--- src/rtl/dn_ib_ram_loader.sv ---
// Refreshes the DN IB-RAM once per decoding iteration: fetches page data from the
// DN memory latches and writes DN_LOAD_CYCLE consecutive pages into the IB-RAM.
module dn_ib_ram_loader #(
  parameter int ROM_RD_BW      = 2,
  parameter int PAGE_ADDR_BW   = 6,
  parameter int DN_LOAD_CYCLE  = 64,
  parameter int ITER_ADDR_BW   = 6,
  parameter int MAX_ITER       = 50,
  parameter int ITER_ROM_GROUP = 25,
  parameter int ROM_LATENCY    = 2
) (
  input  logic                    write_clk,
  input  logic                    rstn,
  input  logic                    iter_update_req,
  input  logic                    iter_clear,
  input  logic [ROM_RD_BW-1:0]    latch_dinA,
  input  logic [ROM_RD_BW-1:0]    latch_dinB,
  output logic                    rom_fetch_en,
  output logic                    ram_we,
  output logic [PAGE_ADDR_BW-1:0] ram_waddr,
  output logic [ROM_RD_BW-1:0]    ram_doutA,
  output logic [ROM_RD_BW-1:0]    ram_doutB,
  output logic [ITER_ADDR_BW-1:0] iter_cnt,
  output logic                    iter_switch,
  output logic                    busy,
  output logic                    done,
  output logic                    req_overrun
);

  localparam int LAT_W = (ROM_LATENCY > 1) ? $clog2(ROM_LATENCY) : 1;
  localparam logic [LAT_W-1:0]        LAT_LAST  = LAT_W'(ROM_LATENCY - 1);
  localparam logic [PAGE_ADDR_BW-1:0] ADDR_LAST = PAGE_ADDR_BW'(DN_LOAD_CYCLE - 1);
  localparam logic [ITER_ADDR_BW-1:0] ITER_LAST = ITER_ADDR_BW'(MAX_ITER - 1);

  typedef enum logic [1:0] {IDLE, FETCH, WRITE, DONE} state_t;

  state_t             state;
  logic [LAT_W-1:0]   lat_cnt;
  logic [ROM_RD_BW-1:0] dout_a_p0;
  logic [ROM_RD_BW-1:0] dout_b_p0;

  // Stage p0: latch data registered once; the write slot lines up with it
  always_ff @(posedge write_clk) begin
    if (!rstn) begin
      dout_a_p0 <= '0;
      dout_b_p0 <= '0;
    end else begin
      dout_a_p0 <= latch_dinA;
      dout_b_p0 <= latch_dinB;
    end
  end

  assign ram_doutA   = dout_a_p0;
  assign ram_doutB   = dout_b_p0;
  assign iter_switch = (iter_cnt >= ITER_ADDR_BW'(ITER_ROM_GROUP));

  always_ff @(posedge write_clk) begin
    if (!rstn) begin
      state        <= IDLE;
      lat_cnt      <= '0;
      rom_fetch_en <= 1'b0;
      ram_we       <= 1'b0;
      ram_waddr    <= '0;
      iter_cnt     <= '0;
      busy         <= 1'b0;
      done         <= 1'b0;
      req_overrun  <= 1'b0;
    end else begin
      done        <= 1'b0;
      req_overrun <= iter_update_req && (state != IDLE);
      case (state)
        IDLE: begin
          if (iter_clear) begin
            iter_cnt <= '0;
          end else if (iter_update_req) begin
            state        <= FETCH;
            rom_fetch_en <= 1'b1;
            busy         <= 1'b1;
            lat_cnt      <= '0;
          end
        end
        FETCH: begin
          if (lat_cnt == LAT_LAST) begin
            state     <= WRITE;
            ram_we    <= 1'b1;
            ram_waddr <= '0;
          end else begin
            lat_cnt <= lat_cnt + LAT_W'(1);
          end
        end
        WRITE: begin
          if (ram_waddr == ADDR_LAST) begin
            state        <= DONE;
            ram_we       <= 1'b0;
            rom_fetch_en <= 1'b0;
            done         <= 1'b1;
            iter_cnt     <= (iter_cnt == ITER_LAST) ? '0 : iter_cnt + ITER_ADDR_BW'(1);
          end else begin
            ram_waddr <= ram_waddr + PAGE_ADDR_BW'(1);
          end
        end
        DONE: begin
          state <= IDLE;
          busy  <= 1'b0;
        end
        default: state <= IDLE;
      endcase
      // A clear while busy abandons the refresh and restarts the iteration sequence
      if (iter_clear && (state != IDLE)) begin
        state        <= IDLE;
        ram_we       <= 1'b0;
        rom_fetch_en <= 1'b0;
        busy         <= 1'b0;
        done         <= 1'b0;
        iter_cnt     <= '0;
      end
    end
  end

endmodule

--- config.mk ---
export PLATFORM = sky130hd
export DESIGN_NAME = dn_ib_ram_loader
export DESIGN_NICKNAME = d
export VERILOG_FILES = /design/src/rtl/dn_ib_ram_loader.sv
export SDC_FILE = /design/constraint.sdc
export NUM_CORES = 1
export LEC_CHECK = 0
export CORE_UTILIZATION = 35
export DETAILED_ROUTE_END_ITERATION = 12
export GPL_TIMING_DRIVEN = 0
export PLACE_DENSITY = 0.71
export SYNTH_ARGS = -nofsm -noshare
export SYNTH_HDL_FRONTEND = slang
export SYNTH_SLANG_ARGS = --single-unit
--- constraint.sdc ---
create_clock -name write_clk -period 3.22 [get_ports write_clk]
set_input_delay 0.805 -clock write_clk [delete_from_list [all_inputs] [get_ports write_clk]]
set_output_delay 0.805 -clock write_clk [all_outputs]
set_load 0.02 [all_outputs]
==> results.md <==
- The post-synthesis sequential area ratio is 0.3735.
- Fill cells in the final layout number 330.
- The clock passes through at most 2 buffers.
- Clock-pin slew was measured on the worst setup and hold paths at 0.14 ns.
- Clock latency on the worst-skew pair, taken at its later pin, is 0.32 ns.
- The global-route total usage across every layer is 0.1627.
- The worst clock skew is 0.009746 ns.
- Summed over all failing endpoints, the final setup total negative slack is 0 ns.
- The tool flagged a number of max-cap violations equal to 0.
- The startpoint of the most critical hold path is rom_fetch_en.
- The die is 62.62 um tall.
- The number of buffers inserted by hold repair at cts is 0.
- In this run the core area contains 21 standard-cell rows.
- The worst setup path is captured at a primary output.
- The worst setup slack after layout is 0.5063 ns.
- The wire length of the first global-routing pass is 5154 um.
- Of the cells placed in the final design, the portion with a size suffix greater than 1 is 0.1379.
- Clock tree synthesis selected as its root buffer the cell sky130_fd_sc_hd__clkbuf_4.
- The worst setup path is launched from a flip-flop.
- Measured along the x axis, the die boundary spans 62.62 um.
- The worst flop-to-flop path startpoint is state[0].
- The floorplan step defined a die boundary enclosing 0.003921 mm^2.
- The DRC violation total after the first TritonRoute iteration is 63.
- The number of antenna violations at the first check in global routing is 0.
- The synthesized netlist net count is 157.
- The buffer count from post-CTS setup fixing is 0.
- In the final routed layout, each cell accounts on average for 13.16 um.
- The sequential cell area is 480.5 um^2.
- The static power due to leakage is 0.6321 nW.
- The largest voltage drop on the vdd net is 256.6 uV.
- Ranked by total cell area, the synthesized netlist is headed by sky130_fd_sc_hd__dfxtp_1 (37%), sky130_fd_sc_hd__ha_1 (7.8%), sky130_fd_sc_hd__a21oi_1 (4.3%).
- The placed instance area is 0.001634 mm^2.
- The largest total area in the synthesized netlist belongs to sky130_fd_sc_hd__dfxtp_1.
- After clock tree synthesis, the repair step resized 0 gates.
- The top-level port count is 30.
- The TritonCTS clock tree is done.
- The total count of hold-check failures in the final report came to 0.
- The final layout contains routed wiring with a total length of 2896 um.
- For the worst setup path, the data required time is 2.41 ns.
- The arrival time reported for the critical path endpoint is 1.91 ns.
- The critical path startpoint is iter_cnt[1].
- Entering global routing, the biggest net connects 15 pins.
- The share of synthesized area in the top cell type comes to 0.3735.
- The total of warnings raised by yosys is 0.
- The number of port buffers is 29.
- The via count normalized by instance count is 5.291.
- At the pin with the least slew margin, the transition time is 0.3229 ns.
- The most common flop cell mapped by yosys is sky130_fd_sc_hd__dfxtp_1.
- The run finished with clean final reports.
- The worst setup path is of the reg2out kind.
- The power density of the placed cells is 523.4 mW/mm^2.
- The signed area change from the synthesized netlist to the final layout is 31.13%.
- Detailed placement finished with a half-perimeter wire length of 2228 um.
- The share of flip-flops with an asynchronous set or reset is 0.
- The post-route cell area is 0.001687 mm^2.
- The number of clock buffers added by TritonCTS is 3.
- The post-layout minimum cycle time is 2.714 ns.
- The number of global-route vias before repair is 1163.
- The dominant cell by count in the synthesized netlist is sky130_fd_sc_hd__dfxtp_1.
- The average cell area after synthesis is 9.122 um^2.
- The area taken by multi-input logic gates is 752.0 um^2.
- The mapped netlist covers 0.001286 mm^2.
- The post-route clock period utilization is 0.8428.
- The number of pins with negative max-slew slack in the final report was 0.
- In this run the remaining antenna-violating nets after routing total 0.
- The number of detailed-routing iterations run before antenna repair is 5.
- After synthesis, the most frequently instantiated cells are sky130_fd_sc_hd__dfxtp_1 (24), sky130_fd_sc_hd__a21oi_1 (11), sky130_fd_sc_hd__nand2_1 (11).
- The worst relative slew slack is 0.7841.
- The via count of the routed design is 1164.
- The post-placement worst setup slack is 0.8603 ns.
- Synthesis inferred 24 register bits.
- The number of nets at the end of the flow is 191.
- The highest attainable clock frequency is 368.5 MHz.
- In this run the standard cell core region covers 0.003416 mm^2.
- The maximum fanout encountered on the critical timing path is 4.
- The initial utilization of the core area, before any placement, comes to 0.3766.
- Setup repair after global routing left no endpoint under its margin.
- The number of design rule violations left after detail routing is 0.
- Setup violations remaining at the end of the flow were counted as 0.
- The overflow left after global routing is 0.
- Counting every sink on the clock net gives 24.
- The path class of the tightest hold or removal check is reg2reg.
- The synthesized netlist contains 46 unique library cells.
- The number of instances in the synthesized netlist is 141.
- CTS built an H-tree with a depth of 1.
- Counting flops with a built-in enable in the synthesized netlist gives 0.
- The diode insertion count for antenna repair is 0.
- The placer's final routability congestion estimate is 0.7620.
==> area by class of cell <==
type,count,share of cell area
Timing Repair Buffer,29,0.1721
Multi-Input combinational cell,107,0.4458
Inverter,7,0.01558
Clock buffer,3,0.01335
Buffer,3,0.01632
Tap cell,46,0.03412
Sequential cell,24,0.2849
Clock inverter,1,0.01780
==> worst paths after layout <==
check                  to  slack (ns)  cells after the start
max           iter_switch        0.51                      6
min          rom_fetch_en        0.50                      2
max reg2reg   iter_cnt[4]        1.45                      6
min reg2reg  rom_fetch_en        0.50                      2
==> worst max-delay path: stages, from the launching register on <==
cell and delay [ns]:
sky130_fd_sc_hd__dfxtp_1 0.40, sky130_fd_sc_hd__inv_1 0.10, sky130_fd_sc_hd__ha_1 0.20, sky130_fd_sc_hd__nor2_1 0.08, sky130_fd_sc_hd__nand2_1 0.06, sky130_fd_sc_hd__a31o_2 0.23, sky130_fd_sc_hd__clkdlybuf4s50_1 0.53
==> cell usage in the layout, fill, tap and decap left out, types with 2 or more instances in the layout <==
master	netlist	routed
sky130_fd_sc_hd__and2_1	6	6
sky130_fd_sc_hd__nor3b_1	2	2
sky130_fd_sc_hd__clkdlybuf4s50_1	0	29
sky130_fd_sc_hd__a211oi_1	3	3
sky130_fd_sc_hd__and2b_4	2	2
sky130_fd_sc_hd__clkbuf_4	0	3
sky130_fd_sc_hd__nor2b_1	3	3
sky130_fd_sc_hd__nand4_1	2	2
sky130_fd_sc_hd__inv_2	2	2
sky130_fd_sc_hd__a221o_1	3	3
sky130_fd_sc_hd__inv_1	5	5
sky130_fd_sc_hd__nand2b_1	2	2
sky130_fd_sc_hd__and3_1	4	4
sky130_fd_sc_hd__nand2_1	11	11
sky130_fd_sc_hd__o21ai_2	2	2
sky130_fd_sc_hd__ha_1	8	8
sky130_fd_sc_hd__dfxtp_1	24	24
sky130_fd_sc_hd__nor3_1	2	2
sky130_fd_sc_hd__a21oi_1	11	11
sky130_fd_sc_hd__nand3_1	7	7
sky130_fd_sc_hd__o21ai_0	5	5
sky130_fd_sc_hd__nor2_1	9	9
sky130_fd_sc_hd__buf_6	2	2
sky130_fd_sc_hd__o31ai_1	2	2
==> sequential cells by signal, indices dropped and copies added (netlist names), 2 cells and up <==
signal / flops
iter_cnt: 6
ram_waddr: 6
ram_doutB: 2
state: 2
ram_doutA: 2
==> report_power, final <==
group	internal (mW)	switching [mW]
Clock	0.126	0.0945
Sequential	0.320	0.0173
Combinational	0.139	0.186
==> routing by layer <==
metal / vias to the layer above / global-route usage / wire length [um] / share of wire
li1: 585 / - / - / -
met3: 6 / 0.03285 / 146 / 0.050
met1: 537 / 0.1956 / 1282 / 0.44
met5: - / 0 / 0 / 0
met4: 0 / 0.08140 / 53 / 0.018
met2: 36 / 0.2731 / 1414 / 0.49
==> kinds of logic (layout without fill, tap and decap cells) <==
logic type / Yosys count / in the layout / synth area share
compound gates: 39 / 39 / 0.2286
buf+inv: 10 / 43 / 0.04183
mux: 2 / 2 / 0.01654
flops: 24 / 24 / 0.3735
fa+ha+maj: 8 / 8 / 0.07782
simple gates: 58 / 58 / 0.2617
==> stage by stage <==
step,hold WS (ns),instances,util,power [mW]
2_1_floorplan,0.5026,141,-,0.5878
3_3_place_gp,0.4707,216,0.4784,0.6558
3_5_place_dp,0.4823,216,0.4784,0.6680
4_1_cts,0.5013,220,0.4938,0.8878
5_1_grt,0.5457,220,0.4938,0.9405
6_report,0.4961,220,0.4938,0.8829
Power figures use the tool's default switching activity.
